$ cat src/rtl/fpu_order_gate.sv
// Issue-ordering gate in front of the FPU/DIV demux: holds unit-type switches until all results return,
// caps outstanding ops, and registers the response path. Optional macro FPU_ORDER_GATE_PERF_EN adds stall_cnt_o.
module fpu_order_gate #(
    parameter int unsigned DATA_WIDTH      = 32,
    parameter int unsigned FP_TYPE_WIDTH   = 5,
    parameter int unsigned NB_ARGS         = 3,
    parameter int unsigned OPCODE_WIDTH    = 6,
    parameter int unsigned DSFLAGS_CPU     = 15,
    parameter int unsigned USFLAGS_CPU     = 5,
    parameter int unsigned MAX_OUTSTANDING = 4,
    parameter int unsigned APU_ID          = 1,
    parameter int unsigned FPNEW_ID        = 0
) (
    input  logic                            clk,
    input  logic                            rst,
    input  logic                            core_slave_req_i,
    output logic                            core_slave_gnt_o,
    input  logic [FP_TYPE_WIDTH-1:0]        core_slave_type_i,
    input  logic [NB_ARGS*DATA_WIDTH-1:0]   core_slave_operands_i,
    input  logic [OPCODE_WIDTH-1:0]         core_slave_op_i,
    input  logic [DSFLAGS_CPU-1:0]          core_slave_flags_i,
    input  logic                            core_slave_rready_i,
    output logic                            core_slave_rvalid_o,
    output logic [DATA_WIDTH-1:0]           core_slave_rdata_o,
    output logic [USFLAGS_CPU-1:0]          core_slave_rflags_o,
    output logic                            fpu_req_o,
    input  logic                            fpu_gnt_i,
    output logic [FP_TYPE_WIDTH-1:0]        fpu_type_o,
    output logic [NB_ARGS*DATA_WIDTH-1:0]   fpu_operands_o,
    output logic [OPCODE_WIDTH-1:0]         fpu_op_o,
    output logic [DSFLAGS_CPU-1:0]          fpu_flags_o,
    output logic                            fpu_rready_o,
    input  logic                            fpu_rvalid_i,
    input  logic [DATA_WIDTH-1:0]           fpu_rdata_i,
    input  logic [USFLAGS_CPU-1:0]          fpu_rflags_i
`ifdef FPU_ORDER_GATE_PERF_EN
    ,
    output logic [31:0]                     stall_cnt_o
`endif
);

    localparam int unsigned CNT_W = $clog2(MAX_OUTSTANDING + 1);

    // The ordering scheme only works if the two shared units have distinct type codes.
    if (APU_ID == FPNEW_ID || MAX_OUTSTANDING < 1) begin : g_bad_cfg
        $error("fpu_order_gate: APU_ID must differ from FPNEW_ID and MAX_OUTSTANDING must be >= 1");
    end

    logic [CNT_W-1:0]         cnt_q;
    logic [FP_TYPE_WIDTH-1:0] last_type_q;
    logic                     valid_q;
    logic [DATA_WIDTH-1:0]    data_q;
    logic [USFLAGS_CPU-1:0]   flags_q;
    logic                     allow;
    logic                     accept;
    logic                     retire;

    // Issue only into an empty pipe or behind same-type work with room left.
    assign allow = (cnt_q == '0)
                 | ((core_slave_type_i == last_type_q) & (cnt_q < CNT_W'(MAX_OUTSTANDING)));

    assign fpu_req_o        = core_slave_req_i & allow;
    assign core_slave_gnt_o = fpu_gnt_i & allow;
    assign accept           = fpu_req_o & fpu_gnt_i;
    assign retire           = valid_q & core_slave_rready_i;

    assign fpu_type_o     = core_slave_type_i;
    assign fpu_operands_o = core_slave_operands_i;
    assign fpu_op_o       = core_slave_op_i;
    assign fpu_flags_o    = core_slave_flags_i;

    assign fpu_rready_o        = ~valid_q | core_slave_rready_i;
    assign core_slave_rvalid_o = valid_q;
    assign core_slave_rdata_o  = data_q;
    assign core_slave_rflags_o = flags_q;

    // Outstanding counter; a retire at zero is a pre-reset straggler and must not wrap.
    always_ff @(posedge clk or posedge rst) begin
        if (rst) begin
            cnt_q       <= '0;
            last_type_q <= FP_TYPE_WIDTH'(FPNEW_ID);
        end else begin
            if (accept) begin
                last_type_q <= core_slave_type_i;
            end
            if (accept & ~retire) begin
                cnt_q <= cnt_q + CNT_W'(1);
            end else if (retire & ~accept & (cnt_q != '0)) begin
                cnt_q <= cnt_q - CNT_W'(1);
            end
        end
    end

    // Single-entry response register, full throughput when the core is ready.
    always_ff @(posedge clk or posedge rst) begin
        if (rst) begin
            valid_q <= 1'b0;
            data_q  <= '0;
            flags_q <= '0;
        end else if (fpu_rvalid_i & fpu_rready_o) begin
            valid_q <= 1'b1;
            data_q  <= fpu_rdata_i;
            flags_q <= fpu_rflags_i;
        end else if (retire) begin
            valid_q <= 1'b0;
        end
    end

`ifdef FPU_ORDER_GATE_PERF_EN
    logic [31:0] stall_cnt_q;

    // Saturating count of cycles a request is held back by the gate.
    always_ff @(posedge clk or posedge rst) begin
        if (rst) begin
            stall_cnt_q <= '0;
        end else if (core_slave_req_i & ~allow & ~(&stall_cnt_q)) begin
            stall_cnt_q <= stall_cnt_q + 32'd1;
        end
    end

    assign stall_cnt_o = stall_cnt_q;
`endif

endmodule

$ cat config.mk
export PLATFORM = sky130hd
export DESIGN_NAME = fpu_order_gate
export DESIGN_NICKNAME = d
export VERILOG_FILES = /design/src/rtl/fpu_order_gate.sv
export SDC_FILE = /design/constraint.sdc
export NUM_CORES = 1
export LEC_CHECK = 0
export CORE_AREA = 2 2 126 128
export DETAILED_ROUTE_END_ITERATION = 10
export DIE_AREA = 0 0 128 130
export DONT_BUFFER_PORTS = 1
export SLEW_MARGIN = 20
export SYNTH_ARGS = -nofsm -noshare
export SYNTH_HDL_FRONTEND = slang
export SYNTH_SLANG_ARGS = --single-unit
$ cat constraint.sdc
create_clock -name clk -period 2.32 [get_ports clk]
set_input_delay 0.464 -clock clk [delete_from_list [all_inputs] [get_ports clk]]
set_output_delay 0.464 -clock clk [all_outputs]
set_load 0.02 [all_outputs]
-- Word level (Yosys, flattened, before mapping)
Index checks and enable logic that the tools add are counted.
W data, S select, Z words.
- register bits: 46
- input bits: 165
- output and inout bits: 163
- word-level logic and storage cells: 31
- add/sub/neg operators: 2
- $lt $le $gt $ge: 1
- equality and inequality tests: 1
- mux-type cells: 4
- bitwise logic cells: 14
- reductions and logical operators: 4
- operators by type and width (operator ; number):
    $and A1 B1 Y1 ; 9
    $mux W3 ; 2
    $eq A5 B5 Y1 ; 1
    $reduce_bool A2 Y1 ; 2
    $add A3 B1 Y3 const B ; 1
    $logic_not A3 Y1 ; 1
    $lt A3 B3 Y1 const B ; 1
    $not A1 Y1 ; 3
    $reduce_bool A3 Y1 ; 1
    $sub A3 B1 Y3 const B ; 1
    $mux W1 ; 2
    $or A1 B1 Y1 ; 2

-- Longest topological paths before layout
- depth in word-level cells: 10
- mapped depth: 10
- mapped depth without buffers: 10

-- Least setup slack after synthesis
No wires, ideal clock.
- path kind: in2reg
- start point: input core_slave_type_i[3]
- end point: register cnt_q[1]
- setup time: 0.126 ns
- data arrival time: 2.478 ns
- required time: 2.194 ns
- setup slack: -0.283 ns
- stages on the path: 10
- path buffers: 0
- path through: xnor2_1 -> nand4b_1 -> o31a_1 -> nor2_2 -> nand2_1 -> fa_1 -> or2_2 -> a31oi_1 -> a2bb2oi_1 -> o311a_1
- cells in the longest elaborated chain, start to end: 9
- elaborated cells on any way between the ends: 11
- classes of those cells: eq/ne: 1; mux: 1; bitwise: 8; reduce/logical: 1
- RTL lines (element ; RTL line ; text):
    from (decl) ; 18 ; input logic [FP_TYPE_WIDTH-1:0] core_slave_type_i,
    $eq A5 B5 Y1 * ; 60 ; | ((core_slave_type_i == last_type_q) & (cnt_q < CNT_W'(MAX_OUTSTANDING)));
    $and A1 B1 Y1 * ; 60 ;
    $or A1 B1 Y1 * ; 60 ;
    $and A1 B1 Y1 * ; 62 ; assign fpu_req_o = core_slave_req_i & allow;
    $and A1 B1 Y1 * ; 64 ; assign accept = fpu_req_o & fpu_gnt_i;
    $not A1 Y1 ; 88 ; end else if (retire & ~accept & (cnt_q != '0)) begin
    $and A1 B1 Y1 (2 in series) ; 88 ;
    $reduce_bool A2 Y1 (no source line) ; - ;
    to (signal assigned) ; 87 ; cnt_q <= cnt_q + CNT_W'(1);
    to (signal assigned) ; 89 ; cnt_q <= cnt_q - CNT_W'(1);
    to (decl) ; 49 ; logic [CNT_W-1:0] cnt_q;
Mark *: on every way between the ends. The rest lies on a longest branch, timed or not.
A chain may end at the register's enable or synchronous reset.

-- Final worst setup path
- start point: register last_type_q[3]
- end point: register cnt_q[1]
- cells in the longest elaborated chain, start to end: 9
- elaborated cells on any way between the ends: 11
- classes of those cells: eq/ne: 1; mux: 1; bitwise: 8; reduce/logical: 1
- RTL lines (element ; RTL line ; text):
    from (decl) ; 50 ; logic [FP_TYPE_WIDTH-1:0] last_type_q;
    from (signal assigned) ; 81 ; last_type_q <= FP_TYPE_WIDTH'(FPNEW_ID);
    from (signal assigned) ; 84 ; last_type_q <= core_slave_type_i;
    $eq A5 B5 Y1 * ; 60 ;
    $and A1 B1 Y1 * ; 60 ;
    $or A1 B1 Y1 * ; 60 ;
    $and A1 B1 Y1 * ; 62 ;
    $and A1 B1 Y1 * ; 64 ;
    $not A1 Y1 ; 88 ;
    $and A1 B1 Y1 (2 in series) ; 88 ;
    $reduce_bool A2 Y1 (no source line) ; - ;
Marks and branches as above.

==> impl_metrics.csv <==
group,metric,value,unit
cells_and_area,nFillCells,1710,
setup_path,cp_top_family,"compound AO/OA/AOI/OAI gates",
sta,fin_crit_sh,102,%
setup_path,critPathMaxFanout,2,
synth,synth.distinct_cells,32,
setup_path,crit_required,2.49,ns
setup_path,slowest_stage,"fa_2",
power,power-per-cell-area,1100,mW/mm2
synth,synth-seq-cells,46,
sta,fin_skew,0.00205,ns
routing,detail_route.wl_per_cell,28.3,um
setup_path,cp-end-kind,"flip-flop",
grt,grt_pass1_vias,1516,
synth,synthesis.area,0.00290,mm2
cells_and_area,antennaDiodeCount,0,
cts,clk_latency,0.28,ns
power,power_frac_seq,43.9,%
synth,yosysSeqAreaShare,39.8,%
placement,post-place-ws,-0.128,ns
synth,syn_inst,263,
grt,grt_max_degree,47,
sta,final-hold-violation-count,0,
cts,clock_path_buffers,2,
power,p_leak,0.986,nW
sta,worst_pin_slew,0.782,ns
sta,final_max_slew_viol_count,0,
cts,root_buffer,"clkbuf_16",
routing,antenna_left,0,
setup_path,critPathKind,"reg2reg",
setup_path,slowest_delay,0.49,ns
power,comb_power_share,26.9,%
power,power_switching,847,uW
routing,drc,0,
grt,grt-ovfl-total,0,
synth,synthFlopType,"dfrtp_1",
sta,max_freq,422,MHz
power,clockPowerShare,29.2,%
routing,wirelength,9830,um
placement,post_dp_cell_area,0.00230,mm2
grt,grtUsageTotal,11.1,%
cells_and_area,fin_nets,322,
die,start_util,18.8,%
grt,grt_antenna_before_repair,0,
flow_run,max-cap-violations,0,
setup_path,r2r_slack,-0.05,ns
die,dieHeight,130,um
setup_path,cp_num_buf_inv,0,
placement,gp_congestion,0.765,
synth,syn_nets,429,
cells_and_area,design_area,0.00251,mm2
setup_path,r2r-start,"last_type_q[3]",
synth,synth_async_sr_flop_share,100,%
setup_path,crit_chain,"xnor2_4 > nand4b_1 > o31a_1 > nor2_4 > nand2_2 > fa_2 > or2_4 > a31oi_4 > a2bb2oi_2 > o311a_1",
routing,drt-pass1-iter-count,4,
status,violations,"setup timing",
routing,drt-vias-per-instance,3.97,
power,irDropWorstVdd,0.000466,V
sta,rsz0062_at_grt,"true",
sta,timing.setup.tns,-0.0471,ns
die,dieArea,0.0166,mm2
grt,grt_pass1_wl,12300,um
cts,numCtsBuffers,5,
die,core-area,0.0154,mm2
die,io_pins,328,
routing,via_count,1383,
synth,synth-edff-count,0,
cts,clk_pin_slew,0.06,ns
sta,max_slew_margin,47.9,%
sta,fin_ws,-0.0471,ns
placement,port_buffers,0,
placement,hpwlAfterDp,8640,um
cts,cts_tree,"built",
cells_and_area,drive_gt1_share,46.8,%
setup_path,start_kind,"flip-flop",
routing,drt_iter0_markers,62,
sta,finalCriticalPeriod,2.37,ns
power,internal_power,1.93,mW
setup_path,reg2regPathDepth,10,
sta,final-setup-viol-count,1,
setup_path,crit_start,"last_type_q[3]",
status,status,"complete, but fails checks",
setup_path,r2r-end,"cnt_q[1]",
synth,syn_avg_cell_area,11.0,um2
cts,cts.sinks,46,
synth,synth_warnings,0,
cts,h-tree-depth,2,
cts,cts.hold.buffers_added,0,
die,die_w,128,um
min_path,hold_path_class,"in2async",
cells_and_area,syn2layout_area_growth,-13.1,%
power,design_power_total,2.77,mW
die,rows,46,
power,swShare,30.5,%
setup_path,cp.arrival,2.53,ns
==> worst register-to-register path: cells and delay by family (launching register included) <==
kind,cells,cell delay (ns)
adders and majority gates,1,0.49
DFF,1,0.44
AOI/OAI and AO/OA,4,0.63
xor gates and xnor gates,1,0.14
and+or+nand+nor,4,0.57
==> layout make-up <==
| cell class | instances | area [um2] | area share [%] |
|---|---|---|---|
| Inverter | 2 | 8.76 | 0.348 |
| Sequential cell | 46 | 1150 | 45.8 |
| Multi-Input combinational cell | 88 | 847 | 33.7 |
| Clock buffer | 6 | 139 | 5.52 |
| Clock inverter | 1 | 30.0 | 1.19 |
| Tap cell | 192 | 240 | 9.55 |
| Timing Repair Buffer | 13 | 97.6 | 3.88 |
==> power by group through the flow <==
| stage | Combinational (mW) | Sequential (mW) | Clock, mW |
|---|---|---|---|
| after floorplan | 0.798 | 1.21 | 0 |
| after global placement | 0.658 | 1.23 | 0 |
| after detailed placement | 0.688 | 1.23 | 0 |
| after CTS | 0.727 | 1.22 | 0.837 |
| after global routing | 0.821 | 1.24 | 0.875 |
| final | 0.746 | 1.22 | 0.810 |
==> cells in the mapped netlist (2+ instances only) <==
| library cell | count | area (um2) |
|---|---|---|
| buf_4 | 122 | 916 |
| nand2b_1 | 4 | 25.0 |
| mux2_2 | 42 | 473 |
| nor2b_1 | 2 | 12.5 |
| dfrtp_1 | 46 | 1150 |
| a2bb2oi_1 | 2 | 17.5 |
| inv_1 | 2 | 7.51 |
| a21oi_1 | 3 | 15.0 |
| o21ai_0 | 2 | 10.0 |
| nor2_1 | 5 | 18.8 |
| nor3_1 | 3 | 15.0 |
| xnor2_1 | 4 | 35.0 |
| nand2_1 | 5 | 18.8 |
| buf_2 | 3 | 15.0 |
==> worst max path at each step <==
stage,depth (start not counted),end,slack [ns]
6_report,10,cnt_q[1],-0.05
5_1_grt,10,cnt_q[1],-0.15
4_1_cts,10,cnt_q[1],-0.11
3_5_place_dp,10,cnt_q[1],-0.13
3_3_place_gp,10,cnt_q[1],-0.02
2_1_floorplan,10,cnt_q[1],-0.11
==> cell families after synthesis <==
logic type | count (synthesis) | synth area share, %
AOI/OAI and AO/OA | 12 | 2.94
xor gates and xnor gates | 6 | 2.07
adders and majority gates | 1 | 0.691
buffers and inverters | 129 | 33.0
DFF | 46 | 39.8
muxes | 43 | 16.7
and+or+nand+nor | 26 | 4.88
==> metrics by stage <==
stage | hold slack [ns] | util [%] | std cells
after detailed placement | 0.518 | 14.9 | 339
after global routing | 0.252 | 16.3 | 348
final | 0.173 | 16.3 | 348
after global placement | 0.511 | 14.9 | 339
after CTS | 0.277 | 16.2 | 347
after floorplan | 0.501 | - | 263
==> flip-flops by register name (all words and copies together), names as in the netlist <==
signal	count
core_slave_rdata_o	32
core_slave_rflags_o	5
last_type_q	5
cnt_q	3
core_slave_rvalid_o	1
==> repair_timing <==
item	CTS	global route
pin swaps	7	6
setup endpoints to repair	1	4
buffers inserted	1	1
gates cloned	0	0
gates resized for setup	4	2
==> per-layer routing <==
| metal | share of wire (%) | track usage, % |
|---|---|---|
| met5 | 0 | 0 |
| met4 | 3.4 | 5.37 |
| met3 | 32 | 16.2 |
| met2 | 46 | 17.3 |
| met1 | 19 | 6.11 |
==> layout by cell type, fill, tap and decap left out, types with 2 or more instances in the layout <==
cell type / Yosys / final
nor2b_1: 2 / 2
xnor2_1: 4 / 3
nand2_1: 5 / 4
clkbuf_16: 0 / 5
mux2_2: 42 / 42
nor2_1: 5 / 5
buf_4: 122 / 13
dfrtp_1: 46 / 45
nor3_1: 3 / 2
nand2b_1: 4 / 4
a21oi_1: 3 / 3
Note: power is estimated with default switching activity, not from simulation.
